$ cat config.mk
export PLATFORM = sky130hd
export DESIGN_NAME = param_seq_detector
export DESIGN_NICKNAME = d
export VERILOG_FILES = /design/src/rtl/param_seq_detector.sv
export SDC_FILE = /design/constraint.sdc
export NUM_CORES = 1
export LEC_CHECK = 0
export ABC_AREA = 1
export BUFFER_PORTS_ARGS = -buffer_cell sky130_fd_sc_hd__buf_2
export CAP_MARGIN = 20
export CORE_UTILIZATION = 53
export CTS_BUF_LIST = sky130_fd_sc_hd__clkbuf_16
export DETAILED_ROUTE_END_ITERATION = 7
export PLACE_DENSITY = 0.87
export SYNTH_ARGS = -nofsm -noshare
export SYNTH_HDL_FRONTEND = slang
export SYNTH_SLANG_ARGS = --single-unit
export TNS_END_PERCENT = 50
$ cat constraint.sdc
create_clock -name clk -period 3 [get_ports clk]
set_clock_uncertainty 0.1 [all_clocks]
set_input_delay 0.15 -clock clk [delete_from_list [all_inputs] [get_ports clk]]
set_output_delay 0.15 -clock clk [all_outputs]
set_load 0.01 [all_outputs]
$ cat src/rtl/param_seq_detector.sv
// Serial detector for a run-time programmable pattern of 1..PAT_W bits.
// Optional saturating match counter enabled by defining SEQ_DET_MATCH_CNT_EN.
module param_seq_detector #(
  parameter int PAT_W = 4,
  parameter int CNT_W = 8,
  localparam int LEN_W = $clog2(PAT_W + 1)
) (
  input  logic             clk,
  input  logic             reset,
  input  logic             x,
  input  logic             x_valid,
  input  logic             cfg_load,
  input  logic [PAT_W-1:0] cfg_pattern,
  input  logic [LEN_W-1:0] cfg_len,
  input  logic             cfg_overlap,
  input  logic             cnt_clr,
  output logic             z,
  output logic             armed,
  output logic [CNT_W-1:0] match_cnt
);

  localparam logic [1:0] IDLE = 2'd0;
  localparam logic [1:0] FILL = 2'd1;
  localparam logic [1:0] HUNT = 2'd2;

  logic [1:0]       state, state_next;
  logic [PAT_W-1:0] hist, hist_next, pat, mask;
  logic [LEN_W-1:0] len, len_clamped, fill, fill_inc, fill_next;
  logic             ovl, sample, match;

  assign len_clamped = (cfg_len > LEN_W'(PAT_W)) ? LEN_W'(PAT_W) : cfg_len;
  assign sample      = x_valid & ~cfg_load;
  assign hist_next   = {hist[PAT_W-2:0], x};
  assign fill_inc    = (fill >= LEN_W'(PAT_W)) ? LEN_W'(PAT_W) : fill + LEN_W'(1);

  // Only the newest len bits of the history take part in the compare.
  for (genvar gi = 0; gi < PAT_W; gi++) begin : g_mask
    assign mask[gi] = (LEN_W'(gi) < len);
  end

  assign match = (state != IDLE) & sample & (fill_inc >= len) &
                 ((hist_next & mask) == (pat & mask));

  always_comb begin
    state_next = state;
    fill_next  = fill;
    if (cfg_load) begin
      fill_next  = '0;
      state_next = (len_clamped == '0) ? IDLE : FILL;
    end else if (x_valid) begin
      fill_next = fill_inc;
      case (state)
        FILL: begin
          if (match) begin
            if (ovl) state_next = HUNT;
            else     fill_next  = '0;
          end else if (fill_inc >= len) begin
            state_next = HUNT;
          end
        end
        HUNT: begin
          // Non-overlap restarts the fill count but keeps the history bits.
          if (match && !ovl) begin
            state_next = FILL;
            fill_next  = '0;
          end
        end
        default: state_next = IDLE;
      endcase
    end
  end

  always_ff @(posedge clk or negedge reset) begin
    if (!reset) begin
      state <= IDLE;
      hist  <= '0;
      fill  <= '0;
      pat   <= '0;
      len   <= '0;
      ovl   <= 1'b0;
      z     <= 1'b0;
      armed <= 1'b0;
    end else begin
      state <= state_next;
      fill  <= fill_next;
      z     <= match;
      armed <= (state_next == HUNT);
      if (cfg_load) begin
        pat  <= cfg_pattern;
        len  <= len_clamped;
        ovl  <= cfg_overlap;
        hist <= '0;
      end else if (x_valid) begin
        hist <= hist_next;
      end
    end
  end

  logic unused_hist_msb;
  assign unused_hist_msb = hist[PAT_W-1];

`ifdef SEQ_DET_MATCH_CNT_EN
  logic [CNT_W-1:0] cnt;

  always_ff @(posedge clk or negedge reset) begin
    if (!reset) begin
      cnt <= '0;
    end else if (cnt_clr) begin
      cnt <= '0;
    end else if (match && (cnt != '1)) begin
      cnt <= cnt + CNT_W'(1);
    end
  end

  assign match_cnt = cnt;
`else
  logic unused_cnt_clr;
  assign unused_cnt_clr = cnt_clr;
  assign match_cnt      = '0;
`endif

endmodule
### After elaboration in Yosys (flattened, before gate mapping)

Cells that the tools add are included.

* register bits after elaboration: 18
* bits of input ports: 14
* word-level logic and storage cells: 50
* output and inout bits: 10

* bitwise operators: 7
* $lt $le $gt $ge: 7
* add/sub/neg operators: 1
* equal/unequal tests: 4
* multiplexer cells: 18
* reductions and logical operators: 5

Operators with widths (number)
* $mux 3: 9
* $mux 2: 6
* $and 4x4->4: 2
* $lt 1x3->1 const A: 2
* $lt 2x3->1 const A: 2
* $pmux 3 s2: 1
* $and 1x1->1: 4
* $eq 2x2->1 const B: 2
* $eq 4x4->1: 1
* $pmux 2 s2: 1
* $reduce_bool 2->1: 2
* $add 3x1->3 const B: 1
* $ge 3x3->1: 1
* $ge 3x3->1 const B: 1
* $gt 3x3->1 const B: 1
* $logic_not 3->1: 1
* $eq 2x1->1 const B: 1
* $logic_and 1x1->1: 1
* $logic_not 1->1: 1
* $mux 1: 1
* $not 1->1: 1

### Logic depth before layout (Yosys ltp)

* depth after elaboration: 11
* depth in mapped cells: 16
* depth with buffers taken out: 16

### Least setup slack after synthesis

No wires, ideal clock.

* kind: reg-to-reg
* from: reg fill[0]
* to: reg armed
* setup time: 0.126 ns
* path slack: 0.900 ns
* arrival time: 1.874 ns
* required time: 2.774 ns
* buffers on the path: 0
* cell stages (with the launch flop): 15
* cells stage by stage: dfrtp_1 ha_1 or2_2 ha_1 nand2_1 inv_1 o21ai_1 a21oi_2 nand3_2 nand2_1 nand2_1 nand2_1 nand2_1 nand2_1 a21oi_1

* longest elaborated chain between the ends: 11

Ends and longest elaborated chain
* start, declared: line 28 `logic [LEN_W-1:0] len, len_clamped, fill, fill_inc, fill_next;`
* start signal, assigned: line 85 `fill <= fill_next;`
* $add 3x1->3 / $ge 3x3->1 (equally long branches): line 34 `assign fill_inc = (fill >= LEN_W'(PAT_W)) ? LEN_W'(PAT_W) : fill + LEN_W'(1);`
* $mux 3 (*): line 34
* $ge 3x3->1 (*): line 41, 57
* $and 1x1->1 (2 in a row): line 41 `assign match = (state != IDLE) & sample & (fill_inc >= len) &`
* $logic_and 1x1->1: line 63 `if (match && !ovl) begin`
* $mux 2: line 63
* $pmux 2 s2 (*): line 52 `case (state)`
* $mux 2 (*): line 50 `end else if (x_valid) begin`
* $mux 2 (*): line 47 `if (cfg_load) begin`
* $eq 2x2->1 (*): line 87 `armed <= (state_next == HUNT);`
* end signal, assigned: line 87
* end, declared: line 18 `output logic armed,`

Every way passes the cells marked *; elsewhere a longest branch is shown, timed or not.
A chain may end at the register's enable or synchronous reset.

### Final worst setup path

* from: reg fill[0]
* to: reg fill[1]

* longest elaborated chain between the ends: 10

Ends and longest elaborated chain (line)
* $add 3x1->3 / $ge 3x3->1 (equally long branches): 34
* $mux 3 (*): 34
* $ge 3x3->1: 41
* $and 1x1->1 (2 in a row): 41
* $logic_and 1x1->1: 63
* $mux 3: 63
* $pmux 3 s2 (*): 52
* $mux 3 (*): 50
* $mux 3 (*): 47

Every way passes the cells marked *; elsewhere a longest branch is shown, timed or not. The select of a mux whose other input is x is not followed.

==> results.ini <==
[global_routing]
grt_max_degree = 19
grt_pass1_vias = 949
grt_pass1_wl_mm = 3.919
antenna_found_initial = 0
grt_use_total_pct = 21.52
grt_remaining_overflow = 0

[final_layout]
layout.nets = 195
drive_above_1_share_pct = 13.45
final_cell_mix = nand2_1, inv_1, dfrtp_1, buf_2, nor2_1
final_common_cell = nand2_1
fillers = 168
stdcell_count = 198
multi_input_area_um2 = 525.5
seq_area_um2 = 450.4
syn2layout_area_growth_pct = 13.31
n_antenna_cell = 0
final_area_mm2 = 0.001289

[logic_synthesis]
avgSynthCellArea_um2 = 7.338
synth_mux_area_share_pct = 0
mappedNetlistArea_mm2 = 0.001137
yosysWarnings = 0
synth_cell_types = 20
yosys.area_share.simple_pct = 25.30
synth_compound_area_share_pct = 9.461
ys_ff_latch = 18
netlist_top_cells_area = dfrtp_1, nand2_1, inv_1
netlist.area_leader.share_pct = 39.60
synth-xor-area-share_pct = 0
yosys.area.top_type = dfrtp_1
synth_top_family_by_area = simple AND/OR/NAND/NOR gates
syn_inst = 155
synth-adder-area-share_pct = 8.801
ys_seq_area_share_pct = 39.60

[floorplan]
die_h_um = 48.33
rows = 16
die_area_mm2 = 0.002335
fp.dieW_um = 48.33
initial_utilization_pct = 57.39
coreArea_mm2 = 0.001982
ioPinCount = 24

[worst_setup_path]
ff2ff_path_depth = 12
crit_path_start_kind = register
startpoint = fill[0]$_DFFE_PN0P_
critPathCapture = fill[1]$_DFFE_PN0P_
crit_fanout = 4
crit_slowest_cell = dfrtp_1
cp_cell_sequence = ha_1, or2_2, ha_1, nand2_1, inv_1, o21ai_1, a21oi_2, nand3_2, o21ai_0, nand2_1, nand3_1, o21ai_0
end_kind = register
timing.rr.end = fill[1]$_DFFE_PN0P_
worstReg2RegStart = fill[0]$_DFFE_PN0P_
reg2reg_slack_ps = 620
cpPeakStageDelay_ps = 400
cp.arrival_ps = 2400
required_ps = 3020
worstSetupPathType = reg -> reg

[timing]
rsz0062_at_grt = no
finalSetupTns_ps = 0
final_hold_viol_count = 0
final.period_utilization_pct = 79.24
timing.final.ws_setup_ps = 622.7
timing.final.crit_period_ps = 2377
setup_violations = 0
slew_violations = 0
max_freq_mhz = 420.6

[power]
power_density_mw_per_mm2 = 533.8
cellLeakagePower_nw = 0.7543
max-vdd-ir-drop_v = 0.0002939

[placement]
dp.final_hpwl_mm = 1.634
gp_congestion = 0.8579
postPlaceCellArea_mm2 = 0.001204
placed_cells = 194
dp_slack_ps = 658.5
port_buffers = 14

[detailed_routing]
drt-vias-per-instance = 4.854
ant_nets = 0
firstDrtPassIters = 6
dr.first_iter.drc_count = 24
via_count = 961
routed_wirelength_mm = 2.199
routedWlPerCell_um = 11.11
drc = 0

[clocking]
htreeDepth = 1
cts_root_buf = clkbuf_16
post-cts-setup-buffer-count = 0
cts_buffer_depth = 2
clk_latency_ps = 250
cts_buffers = 3
cts_tree = done
clk_pin_slew_ps = 50
cts_sinks = 18

[hold_path]
hp-class = in -> reg
min_from = cfg_overlap

[run_status]
outcome = completed

[job]
drv_cap = 0

==> stage by stage <==
step	hold WS (ps)	total power [mW]	utilization, %
3_3_place_gp	-2.330	0.4174	60.73
5_1_grt	19.15	0.7296	65.03
6_report	11.22	0.6879	65.03
3_5_place_dp	6.908	0.4268	60.73
2_1_floorplan	-245.6	0.3935	-
4_1_cts	10.14	0.6941	65.03
==> worst max-delay path, delay by kind of cell (launching register included) <==
kind	cells	cell delay [ps]
AOI/OAI and AO/OA	4	510
adders and majority gates	2	510
buffers and inverters	1	40
DFF	1	400
and+or+nand+nor	5	700
==> where the power goes <==
part | internal, mW | total (mW) | leakage (nW) | switching, mW
combinational | 0.0539 | 0.153 | 0.486 | 0.0988
sequential | 0.262 | 0.276 | 0.232 | 0.0141
clock | 0.175 | 0.259 | 0.0370 | 0.0840
==> routing by layer <==
layer	track usage [%]	vias up	share of wire, %
li1	-	488	-
met1	26.42	430	45
met2	36.15	33	45
met3	3.774	10	5.6
met4	11.27	0	3.4
met5	0	-	0
==> synth_stat cells <==
master	instances
nand2_1	43
inv_1	33
dfrtp_1	18
nor2_1	11
o21ai_0	9
buf_4	8
ha_1	8
nand3_1	8
a21oi_1	3
o22ai_1	3
nor2_4	2
a21boi_1	1
a21oi_2	1
a22oi_1	1
clkbuf_1	1
conb_1	1
nand3_2	1
nor2_2	1
o21ai_1	1
or2_2	1
==> cell type report <==
| type | count | area share (%) |
|---|---|---|
| clock buffers | 3 | 5.825 |
| inverters | 33 | 9.612 |
| multi-input cells | 102 | 40.78 |
| flip-flops and latches | 18 | 34.95 |
| well taps | 27 | 2.621 |
| repair buffers | 15 | 6.214 |
==> cells by family after synthesis <==
kind of cell	count (synthesis)
AO/OA/AOI/OAI	19
adder cells (fa/ha/maj)	8
buffers and inverters	42
flip-flops	18
other	1
AND/OR/NAND/NOR	67
==> how the worst min path moves through the flow <==
stage               slack (ps)                  to  cells after the start
floorplan                 -250     armed$_DFF_PN0_                      0
global placement            -2  pat[3]$_DFFE_PN0P_                      1
detailed placement           7  pat[3]$_DFFE_PN0P_                      1
CTS                         10  pat[2]$_DFFE_PN0P_                      3
global route                20  pat[1]$_DFFE_PN0P_                      3
finish                      10     ovl$_DFFE_PN0P_                      3
==> registers in the layout (all words and copies together) (netlist names) <==
signal / flops
fill: 3
state: 2
hist: 3
len: 3
ovl: 1
z: 1
armed: 1
pat: 4
==> repair_timing <==
item	in CTS	in global routing
resized for setup	0	0
hold buffers	1	0
endpoints found under the hold margin	18	0
Power figures use the tool's default switching activity.
